==> config.mk <==
export PLATFORM = sky130hd
export DESIGN_NAME = pc_unit
export DESIGN_NICKNAME = d
export VERILOG_FILES = /design/src/rtl/processor_pkg.sv /design/src/rtl/return_stack.sv /design/src/rtl/pc_unit.sv
export SDC_FILE = /design/constraint.sdc
export NUM_CORES = 1
export LEC_CHECK = 0
export CORE_ASPECT_RATIO = 0.75
export CORE_MARGIN = 3
export CORE_UTILIZATION = 35
export CTS_CLUSTER_DIAMETER = 100
export DETAILED_ROUTE_END_ITERATION = 16
export DONT_BUFFER_PORTS = 1
export GPL_ROUTABILITY_DRIVEN = 0
export SLEW_MARGIN = 10
export SYNTH_ARGS = -nofsm -noshare
export SYNTH_HDL_FRONTEND = slang
export SYNTH_HIERARCHICAL = 1
export SYNTH_SLANG_ARGS = --single-unit
export TNS_END_PERCENT = 1
==> constraint.sdc <==
create_clock -name clk -period 2.9 [get_ports clk]
set_input_delay 0.145 -clock clk [delete_from_list [all_inputs] [get_ports clk]]
set_output_delay 0.145 -clock clk [all_outputs]
set_load 0.05 [all_outputs]
==> src/rtl/processor_pkg.sv <==
// ---------------------------------------------------------------------------
// processor_pkg
// Shared definitions for the fetch-side PC logic: PC width, return-stack
// geometry, opcode encodings and the pc_unit FSM state type.
// No ports; imported with "import processor_pkg::*;".
// ---------------------------------------------------------------------------
package processor_pkg;

   localparam int PC_W      = 16;
   localparam int RAS_DEPTH = 4;
   localparam int RAS_PTR_W = 2;
   localparam int RAS_CNT_W = 3;

   // The count has to reach RAS_DEPTH itself, so it needs one bit more than the pointer
   localparam logic [RAS_CNT_W-1:0] RAS_CNT_MAX = 3'(RAS_DEPTH);

   localparam logic [3:0] OP_JMP  = 4'b0100;
   localparam logic [3:0] OP_CALL = 4'b0101;
   localparam logic [3:0] OP_RET  = 4'b0110;
   localparam logic [3:0] OP_BGT  = 4'b1000;
   localparam logic [3:0] OP_BGTZ = 4'b1001;
   localparam logic [3:0] OP_BLT  = 4'b1010;
   localparam logic [3:0] OP_BLTZ = 4'b1011;
   localparam logic [3:0] OP_BEQ  = 4'b1100;
   localparam logic [3:0] OP_BEQZ = 4'b1101;
   localparam logic [3:0] OP_BNE  = 4'b1110;
   localparam logic [3:0] OP_BNEZ = 4'b1111;

   typedef enum logic {
      ST_IDLE = 1'b0,
      ST_RUN  = 1'b1
   } pcState_t;

   // All conditional branches share one rule: taken when the comparator says so
   function automatic logic isBranchOp(input logic [3:0] op);
      logic result;
      result = 1'b0;
      case (op)
         OP_BGT, OP_BGTZ, OP_BLT, OP_BLTZ,
         OP_BEQ, OP_BEQZ, OP_BNE, OP_BNEZ: result = 1'b1;
         default:                          result = 1'b0;
      endcase
      return result;
   endfunction

endpackage

==> src/rtl/return_stack.sv <==
// ---------------------------------------------------------------------------
// return_stack
// Small circular return-address stack used for CALL/RET prediction-free
// returns. Pushing when full overwrites the oldest entry; popping when empty
// leaves the stack untouched (the caller decides what to do about it).
//
// Ports
//   clk      in   clock, rising edge
//   reset    in   synchronous active-high reset (pointer and count only)
//   i_push   in   write i_din on top of the stack
//   i_pop    in   discard the top entry
//   i_din    in   return address to push
//   o_dout   out  current top entry (valid only when o_empty = 0)
//   o_full   out  RAS_DEPTH entries held
//   o_empty  out  no entries held
// ---------------------------------------------------------------------------
module return_stack
   import processor_pkg::*;
(
   input  logic            clk,
   input  logic            reset,
   input  logic            i_push,
   input  logic            i_pop,
   input  logic [PC_W-1:0] i_din,
   output logic [PC_W-1:0] o_dout,
   output logic            o_full,
   output logic            o_empty
);

   logic [PC_W-1:0]      r_mem [RAS_DEPTH];
   logic [RAS_PTR_W-1:0] r_ptr;
   logic [RAS_CNT_W-1:0] r_count;
   logic [RAS_PTR_W-1:0] w_topIdx;

   // r_ptr always names the next free slot, so the top sits one below it.
   // Once the pointer has wrapped, r_ptr also names the oldest entry, which
   // is exactly the slot an overflowing push should replace.
   assign w_topIdx = r_ptr - 1'b1;
   assign o_dout   = r_mem[w_topIdx];
   assign o_full   = (r_count == RAS_CNT_MAX);
   assign o_empty  = (r_count == '0);

   // Storage is deliberately left out of reset; stale entries are never
   // visible because the count gates every read.
   always_ff @(posedge clk) begin
      if (i_push) begin
         r_mem[r_ptr] <= i_din;
      end
   end

   // Pointer and occupancy bookkeeping. The count saturates at the depth
   // because an overflowing push replaces an entry rather than adding one.
   always_ff @(posedge clk) begin
      if (reset) begin
         r_ptr   <= '0;
         r_count <= '0;
      end else if (i_push) begin
         r_ptr <= r_ptr + 1'b1;
         if (!o_full) begin
            r_count <= r_count + 1'b1;
         end
      end else if (i_pop && !o_empty) begin
         r_ptr   <= r_ptr - 1'b1;
         r_count <= r_count - 1'b1;
      end
   end

endmodule

==> src/rtl/pc_unit.sv <==
// ---------------------------------------------------------------------------
// pc_unit
// Fetch program counter with branch/jump/call/return redirection. A taken
// control transfer in decode redirects fetch on the next edge and raises
// flush for one cycle so the single wrong-path fetch gets killed.
//
// Build option: define PC_UNIT_RAS_EN to include the 4-entry return stack.
// Without it RET jumps to jumpTarget, CALL pushes nothing and both stack
// error flags read 0.
//
// Ports
//   clk            in   clock, rising edge
//   reset          in   synchronous active-high reset
//   stall          in   hazard stall, freezes all state
//   valid_id       in   decode-stage instruction valid
//   opCode[3:0]    in   decode-stage opcode
//   zero           in   branch condition (1 = condition true)
//   branchOffset   in   signed word displacement for branches
//   jumpTarget     in   JMP/CALL target, RET target when no return stack
//   pc             out  fetch address (word address)
//   pc_id          out  address of the instruction in decode
//   flush          out  combinational kill of the fetched instruction
//   ras_overflow   out  sticky: CALL pushed onto a full return stack
//   ras_underflow  out  sticky: RET popped an empty return stack
// ---------------------------------------------------------------------------
module pc_unit
   import processor_pkg::*;
(
   input  logic            clk,
   input  logic            reset,
   input  logic            stall,
   input  logic            valid_id,
   input  logic [3:0]      opCode,
   input  logic            zero,
   input  logic [PC_W-1:0] branchOffset,
   input  logic [PC_W-1:0] jumpTarget,
   output logic [PC_W-1:0] pc,
   output logic [PC_W-1:0] pc_id,
   output logic            flush,
   output logic            ras_overflow,
   output logic            ras_underflow
);

   pcState_t        r_state;
   pcState_t        w_nextState;
   logic [PC_W-1:0] r_pc;
   logic [PC_W-1:0] r_pcId;
   logic [PC_W-1:0] w_seqPc;
   logic [PC_W-1:0] w_nextPc;
   logic [PC_W-1:0] w_retTarget;
   logic            w_isBranch;
   logic            w_isJmp;
   logic            w_isCall;
   logic            w_isRet;
   logic            w_taken;
   logic            w_advance;
   logic            w_redirect;
   logic            w_flush;

   assign w_isBranch = isBranchOp(opCode);
   assign w_isJmp    = (opCode == OP_JMP);
   assign w_isCall   = (opCode == OP_CALL);
   assign w_isRet    = (opCode == OP_RET);

   // Only branches look at the comparator; JMP/CALL/RET always go
   assign w_taken = valid_id & ((w_isBranch & zero) | w_isJmp | w_isCall | w_isRet);

   assign w_seqPc = r_pc + 1'b1;

   // State register: IDLE after every reset, RUN otherwise
   always_ff @(posedge clk) begin
      if (reset) begin
         r_state <= ST_IDLE;
      end else begin
         r_state <= w_nextState;
      end
   end

   // IDLE is a single settling cycle and always hands over to RUN
   always_comb begin
      w_nextState = r_state;
      unique case (r_state)
         ST_IDLE: w_nextState = ST_RUN;
         ST_RUN:  w_nextState = ST_RUN;
         default: w_nextState = ST_IDLE;
      endcase
   end

   // Output decode. IDLE flushes whatever the pipeline holds and steps the
   // PC from 0 to 1 without looking at decode. In RUN a stall wins over
   // any redirect, so flush only fires when the redirect actually happens.
   always_comb begin
      w_advance  = 1'b0;
      w_redirect = 1'b0;
      w_flush    = 1'b0;
      unique case (r_state)
         ST_IDLE: begin
            w_advance = 1'b1;
            w_flush   = 1'b1;
         end
         ST_RUN: begin
            w_advance  = ~stall;
            w_redirect = ~stall & w_taken;
            w_flush    = w_redirect;
         end
         default: begin
            w_flush = 1'b1;
         end
      endcase
   end

`ifdef PC_UNIT_RAS_EN
   logic            w_push;
   logic            w_pop;
   logic            w_rasFull;
   logic            w_rasEmpty;
   logic [PC_W-1:0] w_rasDout;
   logic [PC_W-1:0] w_retAddr;
   logic            r_rasOverflow;
   logic            r_rasUnderflow;

   assign w_retAddr = r_pcId + 1'b1;
   assign w_push    = w_redirect & w_isCall;
   assign w_pop     = w_redirect & w_isRet;

   return_stack u_returnStack (
      .clk     (clk),
      .reset   (reset),
      .i_push  (w_push),
      .i_pop   (w_pop),
      .i_din   (w_retAddr),
      .o_dout  (w_rasDout),
      .o_full  (w_rasFull),
      .o_empty (w_rasEmpty)
   );

   // An empty-stack RET falls through to the instruction after itself
   assign w_retTarget = w_rasEmpty ? w_retAddr : w_rasDout;

   // Sticky error flags, cleared only by reset
   always_ff @(posedge clk) begin
      if (reset) begin
         r_rasOverflow  <= 1'b0;
         r_rasUnderflow <= 1'b0;
      end else begin
         if (w_push && w_rasFull) begin
            r_rasOverflow <= 1'b1;
         end
         if (w_pop && w_rasEmpty) begin
            r_rasUnderflow <= 1'b1;
         end
      end
   end

   assign ras_overflow  = r_rasOverflow;
   assign ras_underflow = r_rasUnderflow;
`else
   assign w_retTarget   = jumpTarget;
   assign ras_overflow  = 1'b0;
   assign ras_underflow = 1'b0;
`endif

   // Next-PC mux: sequential unless decode redirects. Branch targets are
   // relative to the decoding instruction, not to the fetch address.
   always_comb begin
      w_nextPc = w_seqPc;
      if (w_redirect) begin
         if (w_isBranch) begin
            w_nextPc = r_pcId + branchOffset;
         end else if (w_isJmp || w_isCall) begin
            w_nextPc = jumpTarget;
         end else if (w_isRet) begin
            w_nextPc = w_retTarget;
         end
      end
   end

   // PC pipeline registers. Reset wins over everything, including a
   // redirect that was about to land, so fetch restarts at address 0.
   always_ff @(posedge clk) begin
      if (reset) begin
         r_pc   <= '0;
         r_pcId <= '0;
      end else if (w_advance) begin
         r_pc   <= w_nextPc;
         r_pcId <= r_pc;
      end
   end

   assign pc    = r_pc;
   assign pc_id = r_pcId;
   assign flush = w_flush;

endmodule
==> flow_summary.json <==
{
  "status": "finished, final reports clean",
  "synthDistinctLibCells": 55,
  "worstSetupPathType": "reg2reg",
  "final_nets": 413,
  "vias": 2594,
  "dp_hpwl_mm": 6.14,
  "first_pass_iters": 5,
  "diodes": 0,
  "tightest_slew_ps": 1110,
  "hold_class": "in2reg",
  "layout_commonest_cell": "nand2_1",
  "finish.utilization_pct": 42.0,
  "dieArea_um2": 8260,
  "hold_viol_final": 0,
  "yosysWarnings": 6,
  "seqPwrFrac_pct": 42.1,
  "p_switching_uw": 384,
  "max_freq_mhz": 427,
  "cts_buffers": 5,
  "arrival_ps": 2550,
  "grt_pass1_wl_mm": 13.2,
  "syn_inst": 334,
  "dieWidth_um": 104,
  "worst_ir_drop_vdd_v": 0.000177,
  "track_usage_pct": 20.0,
  "comb_power_share_pct": 23.1,
  "clkPwrFrac_pct": 34.7,
  "rows": 26,
  "cts_sinks": 33,
  "drv_cap": 0,
  "core_area_um2": 6900,
  "start_kind": "flip-flop",
  "grt_max_degree": 27,
  "critPathMaxFanout": 4,
  "drt_iter0_drc": 247,
  "endpoint_kind": "flip-flop",
  "fin_crit_ps": 2340,
  "antenna_found_initial": 0,
  "synth_flop_cell": "dfxtp_1",
  "drtAntennaViolNets": 0,
  "drv_slew": 0,
  "io_buffers": 0,
  "p_leak_uw": 0.00117,
  "setup_viol": 0,
  "clk-insertion-delay-late_ps": 290,
  "grt_pass1_vias": 2469,
  "die_y_um": 79.4,
  "routed_wl_mm": 8.23,
  "overflow": 0,
  "mostFrequentLayoutCells": "50 x nand2_1, 43 x a21oi_1, 33 x dfxtp_1",
  "p_int_uw": 771,
  "start_util_pct": 36.5,
  "synth-seq-cells": 33,
  "area_growth_pct": 15.0,
  "clk_path_buf_depth": 2,
  "ctsResizeCount": 0,
  "viasPerCell": 5.71,
  "cts_max_level": 2,
  "syn_area_um2": 2520,
  "cts_tree": "built",
  "synth_edf_count": 0,
  "crit_required_ps": 3110,
  "power_density_nw_per_um2": 399,
  "ys_seq_area_share_pct": 26.2,
  "drc_errors": 0,
  "tns_ps": 0,
  "ios": 76,
  "syn_area_per_cell_um2": 7.54,
  "layout-drive-gt1-share_pct": 13.8,
  "rsz0062_at_grt": "no",
  "fin_crit_sh_pct": 80.8,
  "wl_per_cell_um": 18.1,
  "p_sw_share_pct": 33.2,
  "slew-limit-headroom_pct": 25.8,
  "finalClockSkew_ps": 9.20,
  "cts_root_buf": "clkbuf_8",
  "async_flop_share_pct": 0,
  "path_clk_slew_ps": 80
}
==> final cells by class <==
cell class	count	area, um^2
inverter	5	18.8
sequential	33	661
clock buffer	7	96.3
clock inverter	1	5.00
tap	98	123
timing repair buffer	33	250
multi-input combinational	277	1740
fill	752	4000
==> synth_stat cells, types with 6 or more instances <==
| library cell | count | area (um^2) |
|---|---|---|
| o21ai_0 | 19 | 95.1 |
| xnor2_1 | 10 | 87.6 |
| dfxtp_1 | 33 | 661 |
| nor2_1 | 22 | 82.6 |
| nand3_1 | 9 | 45.0 |
| ha_1 | 16 | 200 |
| clkbuf_1 | 11 | 41.3 |
| nand4_1 | 8 | 50.1 |
| a21o_1 | 10 | 75.1 |
| a21oi_1 | 43 | 215 |
| a211oi_1 | 6 | 45.0 |
| a31oi_1 | 7 | 43.8 |
| nand2_1 | 50 | 188 |
| and3_1 | 6 | 37.5 |
==> logic make-up after synthesis <==
group	Yosys count	synth area share (%)
buffers and inverters	25	4.72
other	1	0.149
muxes	1	0.398
adders and majority gates	17	8.75
AOI/OAI and AO/OA	127	33.3
and+or+nand+nor	117	22.0
xor gates and xnor gates	13	4.52
DFF	33	26.2
==> state kept, by name, indices dropped and copies added (netlist names) <==
signal   cells
r_state      1
pc          16
pc_id       16
==> routing by layer <==
metal	global-route usage, %	share of wire (%)	up-vias
li1	-	-	1273
met1	28.5	45	1196
met2	29.8	42	118
met3	5.66	12	7
met4	4.65	0.74	0
met5	0	0	-
==> worst paths after layout <==
check,to,cells past startpoint,slack [ps],startpoint
worst max-delay path,pc[14],10,560,pc_id[0]
worst min-delay path,pc[12],2,10,reset
worst max register to register,pc[14],10,560,pc_id[0]
worst min register to register,pc[0],1,560,pc[0]
==> worst max-delay path, stage by stage (launching register included) <==
cell and delay, ps:
dfxtp_1 320, ha_1 210, fa_1 420, a21o_1 210
a221oi_1 230, buf_4 180, o211ai_1 90, o211ai_1 120
xnor2_1 140, o211ai_1 100, a211oi_1 220
==> what timing repair did <==
item / in CTS / in global routing
setup buffers: 0 / 0
setup endpoints to repair: 0 / 0
endpoints found under the hold margin: 25 / 0
hold buffers: 1 / 0
==> power by group through the flow <==
stage,Clock [uW],Combinational (uW),Sequential (uW)
final,401,267,487
after global routing,427,288,488
after CTS,409,264,487
after detailed placement,0,256,497
after global placement,0,254,497
after floorplan,0,151,548
==> metrics by stage <==
stage                     area, um^2  instances  setup WS, ps  power (uW)  hold WS [ps]
after floorplan                 2520        335           326         699           240
after global placement          2780        445           580         750           218
after detailed placement        2780        445           575         753           220
after CTS                       2900        454           549        1160          2.81
after global routing            2900        454           344        1200          4.49
final                           2900        454           556        1150          10.3
Power figures use the tool's default switching activity.
